### src/rtl/mc_controller.sv
// Multicycle MIPS main control FSM: sequences fetch/decode/execute/memory/writeback
// and drives datapath enables, mux selects and aluop. Optional J support via MC_JUMP_EN.
package mips_decls_p;
    typedef logic [5:0] opcode_t;
    localparam opcode_t OP_RTYPE = 6'b000000;
    localparam opcode_t OP_J     = 6'b000010;
    localparam opcode_t OP_BEQ   = 6'b000100;
    localparam opcode_t OP_ADDI  = 6'b001000;
    localparam opcode_t OP_LW    = 6'b100011;
    localparam opcode_t OP_SW    = 6'b101011;
endpackage

module mc_controller
    import mips_decls_p::*;
(
    input  logic                    clk,
    input  logic                    reset_n,
    input  mips_decls_p::opcode_t   op,
    input  logic                    zero,
    output logic                    pcen,
    output logic                    memwrite,
    output logic                    iord,
    output logic                    irwrite,
    output logic                    regwrite,
    output logic                    regdst,
    output logic                    memtoreg,
    output logic                    alusrca,
    output logic [1:0]              alusrcb,
    output logic [1:0]              pcsrc,
    output logic [1:0]              aluop,
    output logic                    illegal_op,
    output logic [3:0]              state
);

    typedef enum logic [3:0] {
        FETCH   = 4'd0,
        DECODE  = 4'd1,
        MEMADR  = 4'd2,
        MEMRD   = 4'd3,
        MEMWB   = 4'd4,
        MEMWR   = 4'd5,
        RTYPEEX = 4'd6,
        RTYPEWB = 4'd7,
        BEQEX   = 4'd8,
        ADDIEX  = 4'd9,
        ADDIWB  = 4'd10,
        JEX     = 4'd11
    } state_t;

    state_t state_reg;
    logic   pcwrite;
    logic   branch;

    always_ff @(posedge clk or negedge reset_n) begin
        if (!reset_n) begin
            state_reg <= FETCH;
        end else begin
            case (state_reg)
                FETCH:   state_reg <= DECODE;
                DECODE: begin
                    case (op)
                        OP_LW, OP_SW: state_reg <= MEMADR;
                        OP_RTYPE:     state_reg <= RTYPEEX;
                        OP_BEQ:       state_reg <= BEQEX;
                        OP_ADDI:      state_reg <= ADDIEX;
`ifdef MC_JUMP_EN
                        OP_J:         state_reg <= JEX;
`endif
                        default:      state_reg <= FETCH;
                    endcase
                end
                MEMADR:  state_reg <= (op == OP_LW) ? MEMRD : MEMWR;
                MEMRD:   state_reg <= MEMWB;
                RTYPEEX: state_reg <= RTYPEWB;
                ADDIEX:  state_reg <= ADDIWB;
                // Terminal states and any unused encoding fall back to FETCH
                default: state_reg <= FETCH;
            endcase
        end
    end

    always_comb begin
        pcwrite  = 1'b0;
        branch   = 1'b0;
        memwrite = 1'b0;
        iord     = 1'b0;
        irwrite  = 1'b0;
        regwrite = 1'b0;
        regdst   = 1'b0;
        memtoreg = 1'b0;
        alusrca  = 1'b0;
        alusrcb  = 2'b00;
        pcsrc    = 2'b00;
        aluop    = 2'b00;
        case (state_reg)
            FETCH: begin
                irwrite = 1'b1;
                pcwrite = 1'b1;
                alusrcb = 2'b01;
            end
            DECODE:  alusrcb = 2'b11;
            MEMADR: begin
                alusrca = 1'b1;
                alusrcb = 2'b10;
            end
            MEMRD:   iord = 1'b1;
            MEMWB: begin
                memtoreg = 1'b1;
                regwrite = 1'b1;
            end
            MEMWR: begin
                iord     = 1'b1;
                memwrite = 1'b1;
            end
            RTYPEEX: begin
                alusrca = 1'b1;
                aluop   = 2'b10;
            end
            RTYPEWB: begin
                regdst   = 1'b1;
                regwrite = 1'b1;
            end
            BEQEX: begin
                alusrca = 1'b1;
                aluop   = 2'b01;
                pcsrc   = 2'b01;
                branch  = 1'b1;
            end
            ADDIEX: begin
                alusrca = 1'b1;
                alusrcb = 2'b10;
            end
            ADDIWB:  regwrite = 1'b1;
`ifdef MC_JUMP_EN
            JEX: begin
                pcsrc   = 2'b10;
                pcwrite = 1'b1;
            end
`endif
            default: ;
        endcase
    end

    always_comb begin
        illegal_op = 1'b0;
        if (state_reg == DECODE) begin
            case (op)
                OP_LW, OP_SW, OP_RTYPE, OP_BEQ, OP_ADDI: illegal_op = 1'b0;
`ifdef MC_JUMP_EN
                OP_J:    illegal_op = 1'b0;
`endif
                default: illegal_op = 1'b1;
            endcase
        end
    end

    assign pcen  = pcwrite | (branch & zero);
    assign state = state_reg;

endmodule

### config.mk
export PLATFORM = sky130hd
export DESIGN_NAME = mc_controller
export DESIGN_NICKNAME = d
export VERILOG_FILES = /design/src/rtl/mc_controller.sv
export SDC_FILE = /design/constraint.sdc
export NUM_CORES = 1
export LEC_CHECK = 0
export ABC_AREA = 1
export BUFFER_PORTS_ARGS = -buffer_cell sky130_fd_sc_hd__buf_4
export CORE_AREA = 2 2 39 41
export CTS_BUF_LIST = sky130_fd_sc_hd__clkbuf_16
export CTS_CLUSTER_DIAMETER = 80
export DETAILED_ROUTE_END_ITERATION = 12
export DIE_AREA = 0 0 41 43
export GPL_ROUTABILITY_DRIVEN = 0
export MAX_ROUTING_LAYER = met4
export PLACE_DENSITY = 0.65
export SLEW_MARGIN = 10
export SYNTH_ARGS = -nofsm -noshare
export SYNTH_HDL_FRONTEND = slang
export SYNTH_SLANG_ARGS = --single-unit
### constraint.sdc
create_clock -name clk -period 1.97 [get_ports clk]
set_input_delay 0.394 -clock clk [delete_from_list [all_inputs] [get_ports clk]]
set_output_delay 0.394 -clock clk [all_outputs]
set_load 0.05 [all_outputs]
==> flow_summary.yaml, run 1 <==
status:
  outcome: "finished, final reports clean"
synthesis:
  synth_common_cells: "nand2_1 (18), nor2_1 (14), inv_1 (13)"
  synth_seq_cells: 4
  synth.most_common_cell: "nand2_1"
  syn_nets: 88
  synth_cell_types: 15
  synth_edf_count: 0
  synth_area_leaders: "dfrtp_1 (23%), nand2_1 (15%), nor2_1 (12%)"
  synth.yosys.warnings: 0
  instance_count_of_the_mapped_netlist: 79
  synth_async_sr_flop_share: 1.00
  netlist.top_cell.by_area: "dfrtp_1"
  synthesis.area_per_instance_sq_um: 5.62
  yosys_most_used_dff: "dfrtp_1"
  netlist_area_sq_um: 444
  synth.top_cell.area_share: 0.225
  synth-seq-area-share: 0.225
sta:
  finalClockSkew_ps: 3.05
  rsz0062_at_grt: "false"
  maximum_operating_frequency_mhz: 547
  finalHoldViolCount: 0
  finalCritPeriodShare: 0.927
  finalCriticalPeriod_ps: 1830
  slew_violations: 0
  timing.final.setup_violations: 0
routing:
  final_antenna_net_count: 0
  vias: 550
  detail_route.wl_per_cell_um: 9.38
  drcViolationCount: 0
  totalWireLength_mm: 1.15
  drt-initial-drc-count: 7
  number_of_iterations_in_the_first_detailed_routing_pass: 3
  post_drt_via_cell_ratio: 4.47
critical_path:
  timing.critical_path.fanout_max: 7
  setup.worst_path.class: "flop to output pin"
  critPathArrivalTime_ps: 1430
  startpoint_type: "flop"
  timing.critical_path.to_type: "output pin"
  critical_path_required_ps: 1580
clocking:
  cts_made_buffers: 3
  insertion_delay_of_the_later_clocked_pin_in_the_worst_skew_pair_ps: 230
  cts.root.buffer_cell: "clkbuf_16"
  cts_setup_buffers: 0
  max-clock-path-buffers: 2
  cts_clock_pin_slew_for_the_worst_setup_and_hold_paths_ps: 30
  clock_sink_count: 4
  htree_levels: 1
  tritoncts_clock_tree: "built"
worst_hold_path:
  min-delay-path-class: "input pin to flop"
place:
  placement.cell_area_sq_um: 659
  io_buffers: 26
  placed_cells_incl_taps: 119
  dp_hpwl_um: 977
die:
  initial_utilization: 0.321
  num_rows: 14
  coreArea_sq_um: 1380
  pin_count: 28
  design.die.area_sq_um: 1760
  die_h_um: 43
  die-width_um: 41
cells_and_area:
  synthToLayoutAreaGrowth_pct: 67.6
  num_antenna_cells: 0
  finalInstanceArea_sq_um: 744
  final_cell_count_no_fill: 123
  num-nets-final: 118
  proportion_of_layout_cells_with_a_drive_suffix_above_1: 0.411
  fillCellCount: 147
  largest_register_ffs: 4
global_route:
  grt_max_degree: 8
  grt.overflow.total: 0
  groute.usage.overall: 0.161
  antenna_found_initial: 0
  grt_pass1_vias: 491
  grt_first_pass_wirelength_mm: 1.90
power_and_ir_drop:
  power_per_cell_area_nw_per_um2: 1540
  vdd_ir_drop_max_uv: 780
  leakage_nw: 0.466
flow_run:
  max_cap_viol_count: 0
==> metal layers <==
| layer | vias up | global-route usage | part of all wire |
|---|---|---|---|
| li1 | 295 | - | - |
| met1 | 229 | 0.193 | 0.40 |
| met2 | 23 | 0.247 | 0.50 |
| met3 | 3 | 0.0157 | 0.078 |
| met4 | 0 | 0.100 | 0.023 |
| met5 | - | - | 0 |
==> final timing paths <==
path / from / to / slack [ps] / depth (start not counted)
worst max register to register: state[0] / state[2] / 860 / 7
max in group asynchronous: reset_n / state[0] / 1370 / 2
min in group asynchronous: reset_n / state[1] / 500 / 2
worst max-delay path: state[1] / illegal_op / 140 / 6
worst min-delay path: op[3] / state[0] / 440 / 3
worst min register to register: state[0] / state[0] / 700 / 3
==> cell type report <==
class	count	area [sq um]	share of cell area
multi-input combinational	55	277	0.371
timing repair buffer	27	205	0.276
sequential	4	100	0.134
clock buffer	3	75.1	0.101
inverter	18	67.6	0.0908
tap	16	20.0	0.0269
==> metrics by stage <==
| stage | total power [mW] | utilization | setup WS (ps) | hold WS (ps) | TNS (ps) |
|---|---|---|---|---|---|
| after global placement | 0.824 | 0.476 | 365 | 190 | 0 |
| after floorplan | 0.642 | - | -75.4 | 98.4 | -79.9 |
| after CTS | 1.16 | 0.538 | 143 | 440 | 0 |
| after detailed placement | 0.827 | 0.476 | 346 | 191 | 0 |
| final | 1.14 | 0.538 | 143 | 438 | 0 |
| after global routing | 1.20 | 0.538 | 63.1 | 465 | 0 |
==> critical path, cell delays in order, from the launching register on <==
cell and delay (ps):
dfrtp_1 450, inv_1 120, nand2_2 100, nor2_4 170, o21ai_1 90, nor2_2 80
buf_4 200
==> logic make-up (layout without fill, tap and decap cells) <==
logic type / count (synthesis) / after routing / share of synthesized area
AO/OA/AOI/OAI: 5 / 5 / 0.0591
buffers and inverters: 20 / 48 / 0.186
flip-flops: 4 / 4 / 0.225
other: 1 / 1 / 0.00844
AND/OR/NAND/NOR: 49 / 49 / 0.521
==> layout by cell type, fill, tap and decap left out <==
cell type	count
o21ai_1	2
nand3_1	8
nor2_1	12
nand4_1	3
dfrtp_1	4
nand2_2	3
inv_2	5
o22ai_2	1
clkbuf_16	3
nor2_4	3
nand2_1	18
buf_4	26
conb_1	1
a21oi_1	1
dlygate4sd3_1	1
o21ai_2	1
nor2_2	2
inv_1	13
==> timing repair <==
| action | in CTS | in global routing |
|---|---|---|
| hold buffers | 1 | 0 |
| gates resized for setup | 0 | 0 |
| hold endpoints to repair | 4 | 0 |
==> power by group <==
| part | internal [mW] | total (mW) | switching [mW] |
|---|---|---|---|
| registers | 0.0999 | 0.138 | 0.0377 |
| clock network | 0.260 | 0.319 | 0.0596 |
| logic | 0.193 | 0.687 | 0.494 |
Note: power is estimated with default switching activity, not from simulation.
==> run 2, diff against run 1 <==
--- a/config.mk
+++ b/config.mk
@@ -7,11 +7,11 @@
 export LEC_CHECK = 0
 export ABC_AREA = 1
 export BUFFER_PORTS_ARGS = -buffer_cell sky130_fd_sc_hd__buf_4
-export CORE_AREA = 2 2 39 41
+export CORE_AREA = 4 4 41 43
 export CTS_BUF_LIST = sky130_fd_sc_hd__clkbuf_16
 export CTS_CLUSTER_DIAMETER = 80
 export DETAILED_ROUTE_END_ITERATION = 12
-export DIE_AREA = 0 0 41 43
+export DIE_AREA = 0 0 45 47
 export GPL_ROUTABILITY_DRIVEN = 0
 export MAX_ROUTING_LAYER = met4
 export PLACE_DENSITY = 0.65
==> run 2 against run 1 <==
Net effect:
- global-route usage fell by 2.0 points
- combinational power rose by 0.9%
- via count rose by 2.4%
- critical path depth did not move
- worst setup slack got worse by 14 ps
- final cell count fell by 0.81%
- clock-buffer cell count did not move
- wire length rose by 10%
- clock power fell by 3%
- non-clock buffer count did not move
- sequential power barely moved
==> flow_summary.yaml, run 2 (synthesis gave the netlist of run 1 again) <==
critical_path:
  r2r_start: "state[1]"
  critPathArrivalTime_ps: 1450
  critical_path_required_ps: 1580
  timing.critical_path.to_type: "output pin"
  startpoint_type: "flop"
  timing.critical_path.fanout_max: 7
  critical_path.startpoint: "state[1]"
  setup.worst_path.class: "flop to output pin"
routing:
  totalWireLength_mm: 1.27
  post_drt_via_cell_ratio: 4.61
  drt-initial-drc-count: 6
  detail_route.wl_per_cell_um: 10.4
  drcViolationCount: 0
  vias: 563
  number_of_iterations_in_the_first_detailed_routing_pass: 4
  final_antenna_net_count: 0
power_and_ir_drop:
  p_int_mw: 0.552
  total_switching_power_mw: 0.588
  vdd_ir_drop_max_uv: 795
  sequential_share_of_power: 0.119
  power_per_cell_area_nw_per_um2: 1530
  leakage_nw: 0.466
  switching_fraction: 0.515
  clock_power_share: 0.273
  p_comb_frac: 0.608
global_route:
  gr-usage-met3: 0.0345
  antenna_found_initial: 0
  groute.usage.overall: 0.141
  grt.overflow.total: 0
  most_crowded_layer_gr: "met2"
  use_met2: 0.251
  grt_pass1_vias: 513
  grt_max_degree: 8
  grt_first_pass_wirelength_mm: 2.09
  global_route.usage.met1: 0.144
die:
  initial_utilization: 0.341
  coreArea_sq_um: 1300
  pin_count: 28
  design.die.area_sq_um: 2120
  die-width_um: 45
  die_h_um: 47
  num_rows: 13
clocking:
  number_of_buffers_inserted_for_hold_repair_after_clock_tree_synthesis: 1
  max-clock-path-buffers: 2
  cts.root.buffer_cell: "clkbuf_16"
  cts_clock_pin_slew_for_the_worst_setup_and_hold_paths_ps: 30
  insertion_delay_of_the_later_clocked_pin_in_the_worst_skew_pair_ps: 220
  cts_setup_buffers: 0
  htree_levels: 1
  tritoncts_clock_tree: "built"
  clock_sink_count: 4
  postCtsResizedCells: 0
  cts_made_buffers: 3
cells_and_area:
  num-nets-final: 118
  proportion_of_layout_cells_with_a_drive_suffix_above_1: 0.411
  multi_input_area_sq_um: 277
  fillCellCount: 124
  num_antenna_cells: 0
  largest_register_ffs: 4
  finish.utilization: 0.571
  synthToLayoutAreaGrowth_pct: 67.3
  register_area_sq_um: 100
  final_cell_count_no_fill: 122
  final_common_cell: "buf_4"
  final_cell_mix: "buf_4 (26), nand2_1 (18), inv_1 (13)"
sta:
  finalCritPeriodShare: 0.934
  timing.final.setup_violations: 0
  maximum_operating_frequency_mhz: 543
  slew_violations: 0
  finalHoldViolCount: 0
  rsz0062_at_grt: "false"
  finalClockSkew_ps: 2.53
  finalCriticalPeriod_ps: 1840
place:
  dp_hpwl_mm: 1.07
  io_buffers: 26
  placed_cells_incl_taps: 118
status:
  outcome: "finished, final reports clean"
flow_run:
  max_cap_viol_count: 0
worst_hold_path:
  min-delay-path-class: "input pin to flop"
  timing.hold.worst.start: "op[3]"
run 2: cell counts in the layout (fill, tap and decap cells not counted):
No cell type changed its count.
run 2: power by group through the flow:
stage	clock network, mW	logic, mW	registers (mW)
2_1_floorplan	0	0.451	0.191
3_3_place_gp	0	0.688	0.137
3_5_place_dp	0	0.695	0.136
4_1_cts	0.314	0.698	0.136
5_1_grt	0.322	0.734	0.140
6_report	0.311	0.693	0.136
run 2: worst paths after layout:
path | endpoint | slack (ps) | cells past startpoint
max reg2reg | state[0] | 870 | 5
min reg2reg | state[0] | 680 | 3
max in group asynchronous | state[0] | 1360 | 2
max | illegal_op | 130 | 6
min | state[0] | 470 | 3
min in group asynchronous | state[1] | 510 | 2
run 2: metal layers:
| layer | vias to the layer above | wire length (um) |
|---|---|---|
| met3 | 0 | 168 |
| met1 | 238 | 467 |
| li1 | 293 | - |
| met2 | 32 | 636 |
| met5 | - | 0 |
| met4 | 0 | 0 |
run 2: worst max-delay path: stages (launching register included):
cell and delay, ps:
dfrtp_1 440, inv_1 120, nand2_2 110, nor2_4 170, o21ai_1 100, nor2_2 80
buf_4 190
run 2: layout make-up:
class | instances | area share
multi-input cells | 55 | 0.372
repair buffers | 27 | 0.276
flip-flops and latches | 4 | 0.135
clock buffers | 3 | 0.101
inverters | 18 | 0.0909
well taps | 15 | 0.0253
run 2: stage by stage:
step           hold WS (ps)  setup TNS (ps)  setup WS [ps]  power, mW  instance area, sq um
5_1_grt                 511               0           26.4       1.20                   743
3_3_place_gp            190               0            359      0.825                   658
6_report                473               0            130       1.14                   743
3_5_place_dp            190               0            338      0.832                   658
4_1_cts                 483               0            125       1.15                   743
2_1_floorplan          98.4           -79.9          -75.4      0.642                   459
